==> config.mk <==
export PLATFORM = sky130hd
export DESIGN_NAME = ppa_sub_pipe
export DESIGN_NICKNAME = d
export VERILOG_FILES = /design/src/rtl/ppa_pkg.sv /design/src/rtl/ppa_sklansky_rows.sv /design/src/rtl/ppa_sub_pipe.sv
export SDC_FILE = /design/constraint.sdc
export NUM_CORES = 1
export LEC_CHECK = 0
export ABC_AREA = 1
export BUFFER_PORTS_ARGS = -buffer_cell sky130_fd_sc_hd__buf_2
export CAP_MARGIN = 0
export CORE_ASPECT_RATIO = 1.5
export CORE_MARGIN = 10
export CORE_UTILIZATION = 55
export DETAILED_ROUTE_END_ITERATION = 8
export PLACE_DENSITY = 0.88
export REMOVE_ABC_BUFFERS = 1
export SYNTH_ARGS = -nofsm -noshare
export SYNTH_HDL_FRONTEND = slang
export SYNTH_HIERARCHICAL = 1
export SYNTH_SLANG_ARGS = --single-unit
==> constraint.sdc <==
create_clock -name clk -period 3.3 [get_ports clk]
set_input_delay 0.66 -clock clk [delete_from_list [all_inputs] [get_ports clk]]
set_output_delay 0.66 -clock clk [all_outputs]
set_load 0.02 [all_outputs]
==> src/rtl/ppa_pkg.sv <==
// ppa_pkg: shared prefix-network types, cell functions and default sizing for the ppa_* blocks
package ppa_pkg;
    localparam int DEF_WIDTH = 16;
    localparam int LOG2W = $clog2(DEF_WIDTH);
    typedef struct packed {
        logic g;
        logic p;
    } gp_t;
    typedef gp_t [DEF_WIDTH:0] gp_vec_t;
    function automatic gp_t ppa_black(input gp_t hi, input gp_t lo);
        return '{g: hi.g | (hi.p & lo.g), p: hi.p & lo.p};
    endfunction
    function automatic gp_t ppa_grey(input gp_t hi, input gp_t lo);
        return '{g: hi.g | (hi.p & lo.g), p: 1'b0};
    endfunction
endpackage

==> src/rtl/ppa_sklansky_rows.sv <==
// ppa_sklansky_rows: combinational Sklansky rows FIRST..LAST over slots 0..WIDTH-1 (slot 0 = borrow, slot WIDTH passes through); x in, y out
module ppa_sklansky_rows
    import ppa_pkg::*;
#(
    parameter int WIDTH = DEF_WIDTH,
    parameter int FIRST = 1,
    parameter int LAST  = 2
) (
    input  gp_t [WIDTH:0] x,
    output gp_t [WIDTH:0] y
);
    gp_t [WIDTH:0] row [LAST:FIRST-1];
    assign row[FIRST-1] = x;
    for (genvar r = FIRST; r <= LAST; r++) begin : g_row
        for (genvar k = 0; k <= WIDTH; k++) begin : g_col
            localparam int J = ((k >> (r - 1)) << (r - 1)) - 1;
            if (k < WIDTH && ((k >> (r - 1)) % 2) == 1) begin : g_cell
                // a span that now reaches slot 0 has absorbed the borrow term, so only g survives
                if (k < (1 << r)) begin : g_grey
                    assign row[r][k] = ppa_grey(row[r-1][k], row[r-1][J]);
                end else begin : g_black
                    assign row[r][k] = ppa_black(row[r-1][k], row[r-1][J]);
                end
            end else begin : g_pass
                assign row[r][k] = row[r-1][k];
            end
        end
    end
    assign y = row[LAST];
endmodule

==> src/rtl/ppa_sub_pipe.sv <==
// ppa_sub_pipe: two-stage Sklansky subtractor diff = a - b - bin with bout/zero and valid/ready on both sides
module ppa_sub_pipe
    import ppa_pkg::*;
#(
    parameter int WIDTH     = DEF_WIDTH,
    parameter int SPLIT_ROW = 2
) (
    input  logic             clk,
    input  logic             rst,
    input  logic             in_valid,
    output logic             in_ready,
    input  logic [WIDTH-1:0] in_a,
    input  logic [WIDTH-1:0] in_b,
    input  logic             in_bin,
    output logic             out_valid,
    input  logic             out_ready,
    output logic [WIDTH-1:0] out_diff,
    output logic             out_bout,
    output logic             out_zero
);
    localparam int LW = $clog2(WIDTH);
    logic             s1_valid, s1_en, s2_en, bout;
    logic [WIDTH-1:0] s1_p, diff;
    gp_t  [WIDTH:0]   pre, mid, s1_gp, fin;
    assign s2_en    = ~out_valid | out_ready;
    assign s1_en    = ~s1_valid | s2_en;
    assign in_ready = s1_en;
    // a - b - bin is computed as a + ~b + ~bin, with ~bin living in slot 0
    always_comb begin
        pre[0] = '{g: ~in_bin, p: 1'b0};
        for (int i = 0; i < WIDTH; i++) pre[i+1] = '{g: in_a[i] & ~in_b[i], p: in_a[i] ^ ~in_b[i]};
    end
    ppa_sklansky_rows #(.WIDTH(WIDTH), .FIRST(1), .LAST(SPLIT_ROW)) u_rows_lo (.x(pre), .y(mid));
    ppa_sklansky_rows #(.WIDTH(WIDTH), .FIRST(SPLIT_ROW + 1), .LAST(LW)) u_rows_hi (.x(s1_gp), .y(fin));
    // slot i holds G[i-1:-1]; slot WIDTH is still the raw MSB g/p
    always_comb begin
        for (int i = 0; i < WIDTH; i++) diff[i] = s1_p[i] ^ fin[i].g;
        bout = ~(fin[WIDTH].g | (fin[WIDTH].p & fin[WIDTH-1].g));
    end
    always_ff @(posedge clk) begin
        if (rst) begin
            s1_valid  <= 1'b0;
            s1_p      <= '0;
            s1_gp     <= '0;
            out_valid <= 1'b0;
            out_diff  <= '0;
            out_bout  <= 1'b0;
            out_zero  <= 1'b0;
        end else begin
            if (s1_en) s1_valid <= in_valid;
            if (s1_en && in_valid) begin
                s1_p  <= in_a ^ ~in_b;
                s1_gp <= mid;
            end
            if (s2_en) out_valid <= s1_valid;
            if (s2_en && s1_valid) begin
                out_diff <= diff;
                out_bout <= bout;
                out_zero <= (diff == '0);
            end
        end
    end
endmodule

==> results.cfg, run 1 <==
[clock_tree]
ctsLongestPathBuffers = 2
clk_latency_ns = 0.35
hold_buffers = 0
cts_tree = yes
cts_resized = 0
htree_levels = 3
clk_pin_slew_worst_paths_ns = 0.07
cts_sinks = 66
clock-root-buffer = clkbuf_8
numCtsBuffers = 9
postCtsSetupRepairBufs = 0

[sta]
max_slew_margin_pct = 43.6
slew_violations = 0
min_period_ns = 1.77
finalCritPeriodShare_pct = 53.8
rsz0062_at_grt = false
finalSetupViolCount = 0
skew_ns = 0.00800
setup-tns-final_ns = 0
hold_viol = 0
fmax_ghz = 0.563
worstMarginPinSlew_ns = 0.844

[pwr]
p_leak_nw = 1.93
p_seq_share_pct = 45.0
p_int_w = 0.00142
vdd_drop_max_mv = 0.346
switching_share_pct = 28.3
powerDensity_nw_per_um2 = 538
p_clk_share_pct = 38.7
p_comb_share_pct = 16.3
p_sw_w = 0.000563

[detailed_routing]
drc = 0
wl_mm = 7.26
routed-via-count = 2917
via_per_inst = 5.01
drt-initial-drc-count = 283
drtPass1Iterations = 4
ant_nets = 0
wl_per_cell_microns = 12.5

[hold_path]
whs_path_depth = 2
min_path_type = register to register

[global_routing]
antenna_found_initial = 0
grt-ovfl-total = 0
grt_pass1_vias = 2702
grt_max_degree = 55
grt_util_all_layers_pct = 15.0
grt_pass1_wl_mm = 11.9

[layout]
register_area_sq_um = 1320
area_delta_synth_final_pct = 10.0
final_util_pct = 62.9
post-route-cell-area_sq_um = 3690
diodes = 0
multi_input_area_sq_um = 1540
nFillCells = 523
drive_gt1_share_pct = 17.5
finalNetCount = 558

[critical_path]
crit_type = primary input to register
crit_cells = 5
cp_max_fo = 35
worstSetupStartpointType = primary input
rr_worst_depth = 5
crit_arrival_ns = 2.06
worst-path-buf-inv = 3
path_delay_family = buffers and inverters
end_kind = register
crit_path_top_delay_cell = inv_1
crit_chain = buf_2, inv_1, buf_4, o21ai_0, nor2_1
cp.required_ns = 3.59
cpPeakStageDelay_ns = 0.63

[die]
ios = 57
core_sq_um = 5870
die_y_microns = 116
start_util_pct = 57.2
dieArea_sq_um = 9690
rows = 34
die_w_microns = 83.8

[place]
globalplace.congestion = 0.820
dpl_cell_area_sq_um = 3460
port_buffers = 56
hpwl_mm = 5.32

[status]
status = completed

[synth]
synthesis.area_sq_um = 3360
yosysWarnings = 6
avgSynthCellArea_sq_um = 7.11
synthCells = 472

[job]
cap_violations = 0
-- power groups by stage --
stage          sequential, W  clock [W]  combinational [W]
3_3_place_gp        0.000908          0           0.000311
4_1_cts             0.000894   0.000768           0.000325
3_5_place_dp        0.000911          0           0.000321
5_1_grt             0.000900   0.000810           0.000369
6_report            0.000894   0.000769           0.000323
2_1_floorplan       0.000922          0           0.000209
-- per-stage QoR --
step	worst slack (ns)	hold WS (ns)	power [W]	instances
6_report	1.53	0.471	0.00199	582
5_1_grt	1.32	0.495	0.00208	582
4_1_cts	1.56	0.471	0.00199	582
3_5_place_dp	1.19	0.460	0.00123	566
3_3_place_gp	1.22	0.454	0.00122	566
2_1_floorplan	1.57	0.446	0.00113	437
-- layout make-up --
class / instances / share of cell area [%]
clock buffer: 10 / 3.73
clock inverter: 6 / 2.44
inverter: 60 / 6.10
multi-input combinational: 311 / 41.7
sequential: 66 / 35.8
tap: 72 / 2.44
timing repair buffer: 57 / 7.79
-- registers in the layout (all words and copies together), names as in the netlist --
register   cells
out_bout       1
out_diff      16
out_valid      1
out_zero       1
s1_gp         30
s1_p          16
s1_valid       1
-- layer usage --
| metal | track usage [%] | part of all wire [%] | wire, microns |
|---|---|---|---|
| met1 | 14.7 | 38 | 2770 |
| met2 | 28.3 | 54 | 3930 |
| met3 | 2.53 | 4.9 | 358 |
| met4 | 9.97 | 2.9 | 211 |
| met5 | 0 | 0 | 0 |
-- tightest hold or removal path: stages (launching register included) --
cell,delay (ns)
dfxtp_1,0.31
inv_1,0.06
a21oi_1,0.05
-- cell usage in the layout (no fill, tap or decap), drive strengths merged, types with 7 or more instances in the layout --
| cell | count |
|---|---|
| nor2 | 98 |
| nand2 | 92 |
| dfxtp | 66 |
| inv | 60 |
| buf | 57 |
| o21ai | 56 |
| a21oi | 28 |
| ha | 16 |
| clkbuf | 10 |
| xor2 | 7 |
-- final timing paths --
kind | from | end | slack, ns
setup / recovery | rst | s1_gp[15]$_SDFFE_PP0P_ | 1.53
hold / removal | s1_p[8]$_SDFFE_PP0P_ | s1_p[8]$_SDFFE_PP0P_ | 0.47
setup reg to reg | out_valid$_SDFFE_PP0P_ | s1_p[6]$_SDFFE_PP0P_ | 1.58
hold reg to reg | s1_p[8]$_SDFFE_PP0P_ | s1_p[8]$_SDFFE_PP0P_ | 0.47
Power figures use the tool's default switching activity.
==> inputs of run 2 (changes only) <==
- CORE_UTILIZATION: 55 -> 52
- PLACE_DENSITY: 0.88 -> 0.87
- clock period: 3.3 -> 1.6 ns (I/O delays scaled with it)
==> results.cfg, run 2 (synthesis gave the netlist of run 1 again) <==
[detailed_routing]
met1_length_mm = 2.77
routed-wl-met2_mm = 3.65
wl_mm = 6.87
routed-via-count = 2855
ant_nets = 0
via_per_inst = 4.87
drc = 0
top_layer = met4
wl_met3_microns = 344
drt-initial-drc-count = 127
wl_per_cell_microns = 11.7
drtPass1Iterations = 4

[die]
ios = 57
dieArea_sq_um = 10100
die_y_microns = 118
die_w_microns = 85.6
rows = 35
core_sq_um = 6220
start_util_pct = 54.0

[sta]
slew_violations = 0
hold_viol = 0
rsz0062_at_grt = false
skew_ns = 0.00468
fmax_ghz = 0.700
worstMarginPinSlew_ns = 0.687
finalSetupViolCount = 0
finalCritPeriodShare_pct = 89.3
setup-tns-final_ns = 0
min_period_ns = 1.43
whs_ns = 0.285
max_slew_margin_pct = 54.1
setup_slack_ns = 0.172

[critical_path]
cp_max_fo = 9
crit_chain = nand2_2, nand2_4, nand2_1, nand2_1, inv_1, nand2_1, nand2_1, nor2_1, nand2_1, nor2_1, nand2_1, a21oi_1
crit_type = register to register
worst-path-buf-inv = 1
critPathMostFrequentCell = nand2_1
crit_arrival_ns = 1.69
reg2reg_slack_ns = 0.17
cp.required_ns = 1.86
end_kind = register
path_delay_family = simple AND/OR/NAND/NOR gates
crit_path_top_delay_cell = dfxtp_2
worstSetupStartpointType = register
cpPeakStageDelay_ns = 0.36

[clock_tree]
htree_levels = 3
cts_resized = 0
cts_tree = yes
cts_sinks = 66
clk_pin_slew_worst_paths_ns = 0.06
clock-root-buffer = clkbuf_8
ctsLongestPathBuffers = 2
hold_buffers = 0
postCtsSetupRepairBufs = 0
clk_latency_ns = 0.33
numCtsBuffers = 9

[global_routing]
grt_pass1_vias = 2774
antenna_found_initial = 0
grt_util_all_layers_pct = 13.5
grt_pass1_wl_mm = 11.5
grt-ovfl-total = 0
grt_max_degree = 57

[hold_path]
min_path_type = primary input to register

[layout]
final_util_pct = 58.9
largest_reg_flops = 30
mostFrequentLayoutCells = nor2_1, nand2_1, dfxtp_1
top_regs = s1_gp: 30 flops, out_diff: 16 flops, s1_p: 16 flops
area_delta_synth_final_pct = 9.17
nFillCells = 597
diodes = 0
finalNetCount = 562
drive_gt1_share_pct = 17.2
layout_commonest_cell = nor2_1
regMostFlops = s1_gp

[pwr]
total_power_w = 0.00364
p_leak_nw = 1.92
vdd_drop_max_mv = 0.367
powerDensity_nw_per_um2 = 994

[place]
globalplace.congestion = 0.791
hpwl_mm = 5.18
port_buffers = 56
dpl_worst_slack_ns = 0.137

[status]
status = completed

[job]
cap_violations = 0
-- run 2: changes by cell type in the layout (fill, tap and decap cells not counted), moves of 2 or more --
cell       previous run  this run
bufinv_16             2         0
buf_4                 1         4
clkbuf_1              0         4
clkinv_4              2         0
-- run 2: worst min-delay path, cell delays in order --
cell and delay (ns):
buf_2 0.08, inv_2 0.04, nand3_4 0.07, a21oi_1 0.06
-- run 2: layout make-up --
type,instances,area (sq um),area share [%]
multi-input cells,311,1540,42.0
flip-flops and latches,66,1320,36.1
repair buffers,61,330,9.02
inverters,60,225,6.15
clock buffers,14,153,4.17
well taps,74,92.6,2.53
-- run 2: where the power goes --
group	leakage, nW	internal [W]	switching, W
combinational	1.30	0.000261	0.000411
sequential	0.546	0.00177	0.0000745
clock	0.0766	0.000590	0.000538
-- run 2: stage by stage --
step / instance area, sq um / std cells
2_1_floorplan: 3090 / 437
3_3_place_gp: 3510 / 572
3_5_place_dp: 3510 / 572
4_1_cts: 3660 / 586
5_1_grt: 3660 / 586
6_report: 3660 / 586
-- run 2: worst paths after layout --
check | startpoint | endpoint | depth (start not counted)
hold / removal | out_ready | s1_valid$_SDFFE_PP0P_ | 4
setup / recovery | s1_gp[7]$_SDFFE_PP0P_ | out_zero$_SDFFE_PP0P_ | 12
setup reg to reg | s1_gp[7]$_SDFFE_PP0P_ | out_zero$_SDFFE_PP0P_ | 12
hold reg to reg | s1_p[14]$_SDFFE_PP0P_ | s1_p[14]$_SDFFE_PP0P_ | 2
-- run 2: metal layers --
| metal | vias up | GRT usage (%) |
|---|---|---|
| met2 | 63 | 25.4 |
| met1 | 1265 | 13.0 |
| met5 | - | 0 |
| li1 | 1519 | - |
| met3 | 8 | 3.37 |
| met4 | 0 | 6.20 |
==> inputs of run 3 (changes only) <==
- RECOVER_POWER: not set -> 100
==> results.cfg, run 3 (synthesis gave the netlist of run 1 again) <==
[critical_path]
cp.required_ns = 1.87
worstSetupStartpointType = register
r2r-start = s1_gp[7]$_SDFFE_PP0P_
reg2reg_slack_ns = 0.19
crit_type = register to register
crit_arrival_ns = 1.69
cp_max_fo = 9
end_kind = register
worstSetupStartpoint = s1_gp[7]$_SDFFE_PP0P_

[detailed_routing]
routed-wl-met2_mm = 3.63
wl_mm = 6.92
wl_met3_microns = 398
routed-via-count = 2858
drtPass1Iterations = 5
wl_per_cell_microns = 11.8
via_per_inst = 4.88
ant_nets = 0
met1_length_mm = 2.77
drt-initial-drc-count = 148
top_layer = met4
drc = 0

[pwr]
vdd_drop_max_mv = 0.374
powerDensity_nw_per_um2 = 1010
p_leak_nw = 1.84

[global_routing]
grt_util_all_layers_pct = 13.5
grt_pass1_vias = 2774
grt_max_degree = 57
grt-ovfl-total = 0
antenna_found_initial = 0
grt_pass1_wl_mm = 11.5

[layout]
area_delta_synth_final_pct = 7.87
mostFrequentLayoutCells = nor2_1, nand2_1, dfxtp_1
regMostFlops = s1_gp
diodes = 0
largest_reg_flops = 30
post-route-cell-area_sq_um = 3620
top_regs = s1_gp: 30 flops, out_diff: 16 flops, s1_p: 16 flops
drive_gt1_share_pct = 12.7
finalNetCount = 562
layout_commonest_cell = nor2_1
nFillCells = 620

[sta]
skew_ns = 0.00540
worstMarginPinSlew_ns = 0.676
finalCritPeriodShare_pct = 88.4
max_slew_margin_pct = 54.8
min_period_ns = 1.41
setup-tns-final_ns = 0
rsz0062_at_grt = false
hold_viol = 0
slew_violations = 0
fmax_ghz = 0.707
finalSetupViolCount = 0

[clock_tree]
clk_latency_ns = 0.34
hold_buffers = 0
clk_pin_slew_worst_paths_ns = 0.06
numCtsBuffers = 9
cts_sinks = 66
htree_levels = 3
postCtsSetupRepairBufs = 0
cts_tree = yes
ctsLongestPathBuffers = 2
clock-root-buffer = clkbuf_8
cts_resized = 0

[die]
dieArea_sq_um = 10100
die_y_microns = 118
core_sq_um = 6220
start_util_pct = 54.0
rows = 35
ios = 57
die_w_microns = 85.6

[place]
port_buffers = 56
globalplace.congestion = 0.791
dpl_cell_area_sq_um = 3510
hpwl_mm = 5.18

[status]
status = completed

[hold_path]
hp-start = out_ready
min_path_type = primary input to register

[job]
cap_violations = 0
[run 3: changes by cell type in the layout (fill, tap and decap cells not counted)]
cell,delta
buf_2,-20
o21ai_1,-1
buf_4,-1
nand3_4,-1
nand2_1,+1
nand2_2,-1
clkbuf_1,+21
o21ai_0,+1
nand3_1,+1
[run 3: final timing paths]
kind	end	depth (start not counted)
worst max register to register	out_zero$_SDFFE_PP0P_	12
worst min register to register	s1_p[14]$_SDFFE_PP0P_	2
worst min-delay path	out_valid$_SDFFE_PP0P_	4
worst max-delay path	out_zero$_SDFFE_PP0P_	12
[run 3: critical path, cell delays in order, from the launching register on]
cell	delay (ns)
dfxtp_2	0.36
nand2_2	0.07
nand2_4	0.11
nand2_1	0.06
nand2_1	0.08
inv_1	0.04
nand2_1	0.06
nand2_1	0.05
nor2_1	0.12
nand2_1	0.09
nor2_1	0.11
nand2_1	0.07
a21oi_1	0.11
[run 3: layout make-up]
type                       count  area (sq um)  share of cell area [%]
clock buffer                  14           153                    4.22
tap                           74          92.6                    2.56
sequential                    66          1320                    36.5
multi-input combinational    311          1530                    42.1
inverter                      60           225                    6.22
timing repair buffer          61           302                    8.33
[run 3: per-stage QoR]
stage                     cells  util, %  setup slack, ns  power, W  hold WS [ns]
after global placement      572     56.4            0.187   0.00252         0.449
after CTS                   586     58.9            0.120   0.00367         0.277
after detailed placement    572     56.4            0.137   0.00255         0.460
after global routing        586     58.2           0.0165   0.00384         0.296
after floorplan             437        -           0.0568   0.00233         0.389
final                       586     58.2            0.186   0.00364         0.267
[run 3: power breakdown]
group          internal, W  total [W]  switching (W)
Combinational     0.000251   0.000660       0.000410
Clock             0.000590    0.00114       0.000548
Sequential         0.00177    0.00184      0.0000742
Total              0.00261    0.00364        0.00103
[run 3: layer usage]
metal / global-route usage (%) / up-vias
met5: 0 / -
met4: 6.20 / 0
met3: 3.37 / 8
met2: 25.4 / 74
met1: 13.0 / 1257
li1: - / 1519
